$ cat config.mk
export PLATFORM = sky130hd
export DESIGN_NAME = fb_page_arbiter
export DESIGN_NICKNAME = d
export VERILOG_FILES = /design/src/rtl/fb_pkg.sv /design/src/rtl/fb_access_timer.sv /design/src/rtl/fb_page_arbiter.sv
export SDC_FILE = /design/constraint.sdc
export NUM_CORES = 1
export LEC_CHECK = 0
export CAP_MARGIN = 40
export CORE_UTILIZATION = 46
export DETAILED_ROUTE_END_ITERATION = 8
export DONT_BUFFER_PORTS = 1
export PLACE_DENSITY = 0.6
export SLEW_MARGIN = 0
export SYNTH_ARGS = -nofsm -noshare
export SYNTH_HDL_FRONTEND = slang
export SYNTH_SLANG_ARGS = --single-unit
$ cat constraint.sdc
create_clock -name Clk -period 1.7 [get_ports Clk]
set_input_delay 0.17 -clock Clk [delete_from_list [all_inputs] [get_ports Clk]]
set_output_delay 0.17 -clock Clk [all_outputs]
set_load 0.05 [all_outputs]
$ cat src/rtl/fb_pkg.sv
// fb_pkg: shared state encoding and default geometry/timing for the frame-buffer arbiter.
package fb_pkg;
  typedef enum logic [1:0] {READ, RD2WR, WRITE, WR2RD} fb_state_t;
  localparam int H_RES_DEF   = 640;
  localparam int V_RES_DEF   = 480;
  localparam int COORD_W_DEF = 10;
  localparam int RD_CYC_DEF  = 3;
  localparam int WR_CYC_DEF  = 3;
endpackage

$ cat src/rtl/fb_access_timer.sv
// fb_access_timer: per-access cycle counter; last may be held to stretch the final cycle.
module fb_access_timer import fb_pkg::*; #(
  parameter int CYC = RD_CYC_DEF,
  parameter int CW  = $clog2(CYC)
) (
  input  logic Clk,
  input  logic Reset,
  input  logic run_i,
  input  logic hold_i,
  output logic busy_o,
  output logic last_o
);
  logic [CW-1:0] cnt_q, cnt_d;
  assign busy_o = cnt_q != '0;
  assign last_o = cnt_q == CW'(CYC - 1);
  always_comb cnt_d = !run_i ? '0 : last_o ? (hold_i ? cnt_q : '0) : cnt_q + 1'b1;
  always_ff @(posedge Clk) cnt_q <= Reset ? '0 : cnt_d;
endmodule

$ cat src/rtl/fb_page_arbiter.sv
// fb_page_arbiter: time-shares one async SRAM between line prefetch (front page)
// and renderer writes (back page), flipping pages in vertical blank.
module fb_page_arbiter import fb_pkg::*; #(
  parameter int H_RES   = H_RES_DEF,
  parameter int V_RES   = V_RES_DEF,
  parameter int COORD_W = COORD_W_DEF,
  parameter int RD_CYC  = RD_CYC_DEF,
  parameter int WR_CYC  = WR_CYC_DEF
) (
  input  logic               Clk,
  input  logic               Reset,
  input  logic [COORD_W-1:0] DrawX,
  input  logic [COORD_W-1:0] DrawY,
  input  logic               VGA_BLANK_N,
  input  logic               fifo_full,
  input  logic               pix_valid,
  output logic               pix_ready,
  output logic [COORD_W-1:0] ReadX,
  output logic [COORD_W-1:0] ReadY,
  output logic [COORD_W-1:0] SaveX,
  output logic [COORD_W-1:0] SaveY,
  output logic               SRAM_CE_N,
  output logic               SRAM_UB_N,
  output logic               SRAM_LB_N,
  output logic               SRAM_OE_N,
  output logic               SRAM_WE_N,
  output logic               fifo_we,
  output logic               PauseVGA,
  output logic               flip_page,
  output logic               frame_done
);
  localparam logic [COORD_W-1:0] H_LAST = COORD_W'(H_RES - 1);
  localparam logic [COORD_W-1:0] V_LAST = COORD_W'(V_RES - 1);
  localparam logic [COORD_W-1:0] V_END  = COORD_W'(V_RES);
  fb_state_t state_q;
  logic [COORD_W-1:0] read_x_q, read_y_q, save_x_q, save_y_q;
  logic flip_q, frame_ready_q, exit_pend_q, frame_done_q;
  logic rd_act, rd_busy, rd_last, rd_push;
  logic wr_act, wr_busy, wr_last, wr_start, wr_done;
  logic exit_any, flip_cond;
  fb_access_timer #(.CYC(RD_CYC)) u_rd_timer (
    .Clk(Clk), .Reset(Reset), .run_i(rd_act), .hold_i(fifo_full),
    .busy_o(rd_busy), .last_o(rd_last)
  );
  fb_access_timer #(.CYC(WR_CYC)) u_wr_timer (
    .Clk(Clk), .Reset(Reset), .run_i(wr_act), .hold_i(1'b0),
    .busy_o(wr_busy), .last_o(wr_last)
  );
  assign rd_act    = state_q == READ || rd_busy;
  assign rd_push   = state_q == READ && rd_last && !fifo_full;
  assign exit_any  = DrawX == H_LAST || exit_pend_q;
  // a pending line exit or a finished frame blocks new writes
  assign wr_start  = state_q == WRITE && !wr_busy && pix_valid && !frame_ready_q && !exit_any;
  assign wr_act    = wr_start || wr_busy;
  assign wr_done   = wr_act && wr_last;
  assign flip_cond = frame_ready_q && !VGA_BLANK_N && DrawY >= V_END;
  // an access cut short by reset never reports completion
  assign fifo_we    = rd_push && !Reset;
  assign pix_ready  = wr_done && !Reset;
  assign PauseVGA   = state_q == READ || state_q == WR2RD;
  assign SRAM_OE_N  = !rd_act;
  assign SRAM_CE_N  = !(rd_act || wr_act);
  assign SRAM_UB_N  = SRAM_CE_N;
  assign SRAM_LB_N  = SRAM_CE_N;
  assign SRAM_WE_N  = !(wr_act && !wr_last);
  assign ReadX      = read_x_q;
  assign ReadY      = read_y_q;
  assign SaveX      = save_x_q;
  assign SaveY      = save_y_q;
  assign flip_page  = flip_q;
  assign frame_done = frame_done_q;
  always_ff @(posedge Clk) begin
    if (Reset) begin
      state_q       <= READ;
      read_x_q      <= '0;
      read_y_q      <= '0;
      save_x_q      <= '0;
      save_y_q      <= '0;
      flip_q        <= 1'b0;
      frame_ready_q <= 1'b0;
      exit_pend_q   <= 1'b0;
      frame_done_q  <= 1'b0;
    end else begin
      frame_done_q <= 1'b0;
      case (state_q)
        READ: if (rd_push) begin
          read_x_q <= read_x_q + 1'b1;
          if (read_x_q == H_LAST) state_q <= RD2WR;
        end
        RD2WR: begin
          read_x_q <= '0;
          read_y_q <= read_y_q == V_LAST ? '0 : read_y_q + 1'b1;
          state_q  <= WRITE;
        end
        WRITE: begin
          if (wr_done) begin
            if (save_x_q != H_LAST) save_x_q <= save_x_q + 1'b1;
            else if (save_y_q == V_LAST) frame_ready_q <= 1'b1;
            else begin
              save_x_q <= '0;
              save_y_q <= save_y_q + 1'b1;
            end
          end
          if (exit_any && (!wr_act || wr_last)) state_q <= WR2RD;
          else if (exit_any) exit_pend_q <= 1'b1;
        end
        WR2RD: begin
          exit_pend_q <= 1'b0;
          state_q     <= READ;
        end
        default: state_q <= READ;
      endcase
      if (flip_cond) begin
        flip_q        <= ~flip_q;
        save_x_q      <= '0;
        save_y_q      <= '0;
        frame_ready_q <= 1'b0;
        frame_done_q  <= 1'b1;
      end
    end
  end
endmodule

==> impl_results.md <==
- Outcome: finished, violations left
- Synth Cell Area: around 2700 sq um
- Synth unique cells: 55
- Min-Delay Startpoint: Reset
- Seq/Total Area, Yosys: 0.369
- FFs w/ async S/R, synth: 0
- DP Wirelength: 5140 um
- Die extent in x: 78.8 um
- Synth area leader: dfxtp_1
- Unrepaired setup endpoints after global routing: true
- Worst path top cell family by delay: simple AND/OR/NAND/NOR gates
- Final setup vio count: 7
- Synthesized net count: between 300 and 400
- Via count: approximately 2600
- Worst-Margin Slew: 539 ps
- H-tree levels: 2
- Yosys reg bits: 50
- Hold Path Class: primary input to flop
- Worst relative slew slack: 0.640
- First-pass GRT wire length: around 11000 um
- Clk slew on worst S/H paths: 100 ps
- Max frequency: 553 MHz
- Synth warn: 0
- DRC errors left: 0
- Hold Worst Slack: slightly above 40 ps
- Total clock sinks: 50
- IO Pins: 75
- Top FF cell, synth: dfxtp_1
- Avg Inst Size Synth: 8.83 sq um
- Crit-path slowest cell: dfxtp_2
- Final Max Slew Viols: 0
- GR Util All Layers: 0.234
- Clk_skew: ~6.9 ps
- CP Class: flop to output pin
- Drt total wl: roughly 7400 um
- CP Buf/Inv Count: 1
- Synth Instances: between 300 and 400
- Clock root buffer: clkbuf_8
- Wire per inst: 15.8 um
- Pwr/cell area: between 600 and 700 nW/um^2
- Post-synth EDFFs: 0
- TritonCTS clock tree: yes
- Initial core utilization: 0.483
- Cell Chain, Critical Path: inv_4, ha_4, nand2_2, o41a_1, or2_4
- Synth area leaders: dfxtp_1 37%, ha_1 5.5%, nor2_1 4.3%
- Layout cells sized above 1: 0.446
- Hold Fails Final Rpt: 0
- Largest fanout on the critical path: 5
- Max incr delay on CP: 350 ps
- CP startpoint kind: flop
- Antenna-violating nets left: 0
- Crit. End Element: output pin
- Min Tclk post-route: 1810 ps
- Max IR drop VDD: between 0.4 and 0.5 mV
- Clock tree buffer depth: 2
- CTS Buf Count: 5
- Final #Nets: around 430
- Failing checks: setup timing
- Critical Path Start: state_q[0]$_SDFFE_PP0P_
- Die area: slightly above 6000 sq um
- Worst skew pair latency: roughly 310 ps
- MaxCap Viol Count: 0
- Global route overflow: 0
- Leakage: between 1 and 1.5 nW
- Drt pass-1 iters: 6
- Row cnt: 27
- Slack of the critical path: -108 ps
- Vias in the first global route: ~2400
- Via density: 5.63
- Final GP Congestion: 0.812
- Tcrit/Tclk final: 1.06
- Port Buffers: 0
- Share of the synthesized area in the top cell type: 0.369
- Final core utilization: 0.685
- Starting DRT DRC Count: between 100 and 150
- Initial antenna violation count: 0
- RR Startpoint: SaveX[3]$_SDFFE_PP0P_
- Die Ht: around 79 um
- Core area: 5610 sq um
- Synth-to-layout area growth: 41.7%
- CP Data Arrival Time: 1640 ps
- Filler cell count: between 400 and 500
- Largest net degree at the start of global routing: 20
- Worst Path Required: roughly 1500 ps
- Inserted Diodes: 0
-- timing repair --
item / CTS / global route
hold buffers: 1 / 0
pin swaps: 4 / 20
endpoints found under the hold margin: 12 / 0
setup buffers: 1 / 7
resized for setup: 13 / 35
setup endpoints to repair: 12 / 43
-- registers in the layout (all words and copies together) (netlist names) --
name	count
ReadX	10
ReadY	10
SaveX	10
SaveY	10
exit_pend_q	1
flip_page	1
frame_done	1
frame_ready_q	1
state_q	2
u_rd_timer.cnt_q	2
u_wr_timer.cnt_q	2
-- cell usage after synthesis (6+ instances only) --
cell type,number
xor2_1,6
nand3_1,12
nand2b_1,12
ha_1,12
xnor2_1,12
nor2_1,31
a21oi_1,16
dfxtp_1,50
inv_1,11
nand4_1,8
mux2i_1,10
o21ai_0,7
nor4_1,7
nand2_1,26
or4_1,7
-- per-layer routing --
metal,vias up,global-route usage,routed length (um)
met5,-,0,0
met4,0,0.0722,88
met3,8,0.0667,373
met2,54,0.379,3490
met1,1255,0.300,3400
li1,1297,-,-
-- final timing paths --
path	to	slack, ps	cells after the start
min reg2reg	u_wr_timer.cnt_q[0]$_SDFF_PP0_	420	1
max	SRAM_WE_N	-110	5
max reg2reg	SaveY[8]$_SDFFE_PP0P_	-50	5
min	state_q[1]$_SDFFE_PP0P_	40	2
-- report_power, final --
group          switching, mW  leakage (nW)  internal [mW]
combinational          0.393         0.964          0.307
clock                  0.442        0.0447          0.298
sequential            0.0337         0.421           1.20
-- metrics by stage --
| stage | std cells | power, mW | TNS, ps | setup WS (ps) | cell area [sq um] |
|---|---|---|---|---|---|
| after floorplan | 307 | 1.66 | -157 | -72.1 | 2820 |
| after global placement | 447 | 1.80 | 0 | 0.663 | 3430 |
| after detailed placement | 447 | 1.81 | -248 | -79.7 | 3430 |
| after CTS | 457 | 2.61 | -480 | -118 | 3610 |
| after global routing | 464 | 2.79 | -1710 | -180 | 3840 |
| final | 464 | 2.67 | -497 | -108 | 3840 |
-- layout by cell type, fill, tap and decap left out, types with 3 or more instances in the layout --
master	n
dfxtp_2	27
and4_1	3
nand2b_1	11
nand3_1	12
nor4_1	5
xor2_1	6
buf_4	83
xnor2_1	12
nor3_1	3
or4_1	4
ha_4	5
o211ai_1	5
mux2i_1	10
inv_1	7
o21ai_0	6
or3_1	3
dfxtp_4	5
a211oi_2	3
nand2_1	25
nand4_1	8
ha_1	5
nor2_1	29
dfxtp_1	18
or4_4	3
clkbuf_8	5
o31ai_1	5
a21oi_1	14
o21ai_1	4
-- final cells by class --
type	instances	area (sq um)	area share
clock buffer	5	68.8	0.0179
clock inverter	3	25.0	0.00652
inverter	11	47.5	0.0124
multi-input combinational	236	1880	0.488
sequential	50	1050	0.274
tap	72	90.1	0.0235
timing repair buffer	87	679	0.177
-- cell families after synthesis --
family,count (synthesis),share of synthesized area
buf+inv,21,0.0369
fa+ha+maj,12,0.0554
flops,50,0.369
xor+xnor,18,0.0582
mux,11,0.0411
simple gates,137,0.290
compound gates,58,0.149
Note: power is estimated with default switching activity, not from simulation.
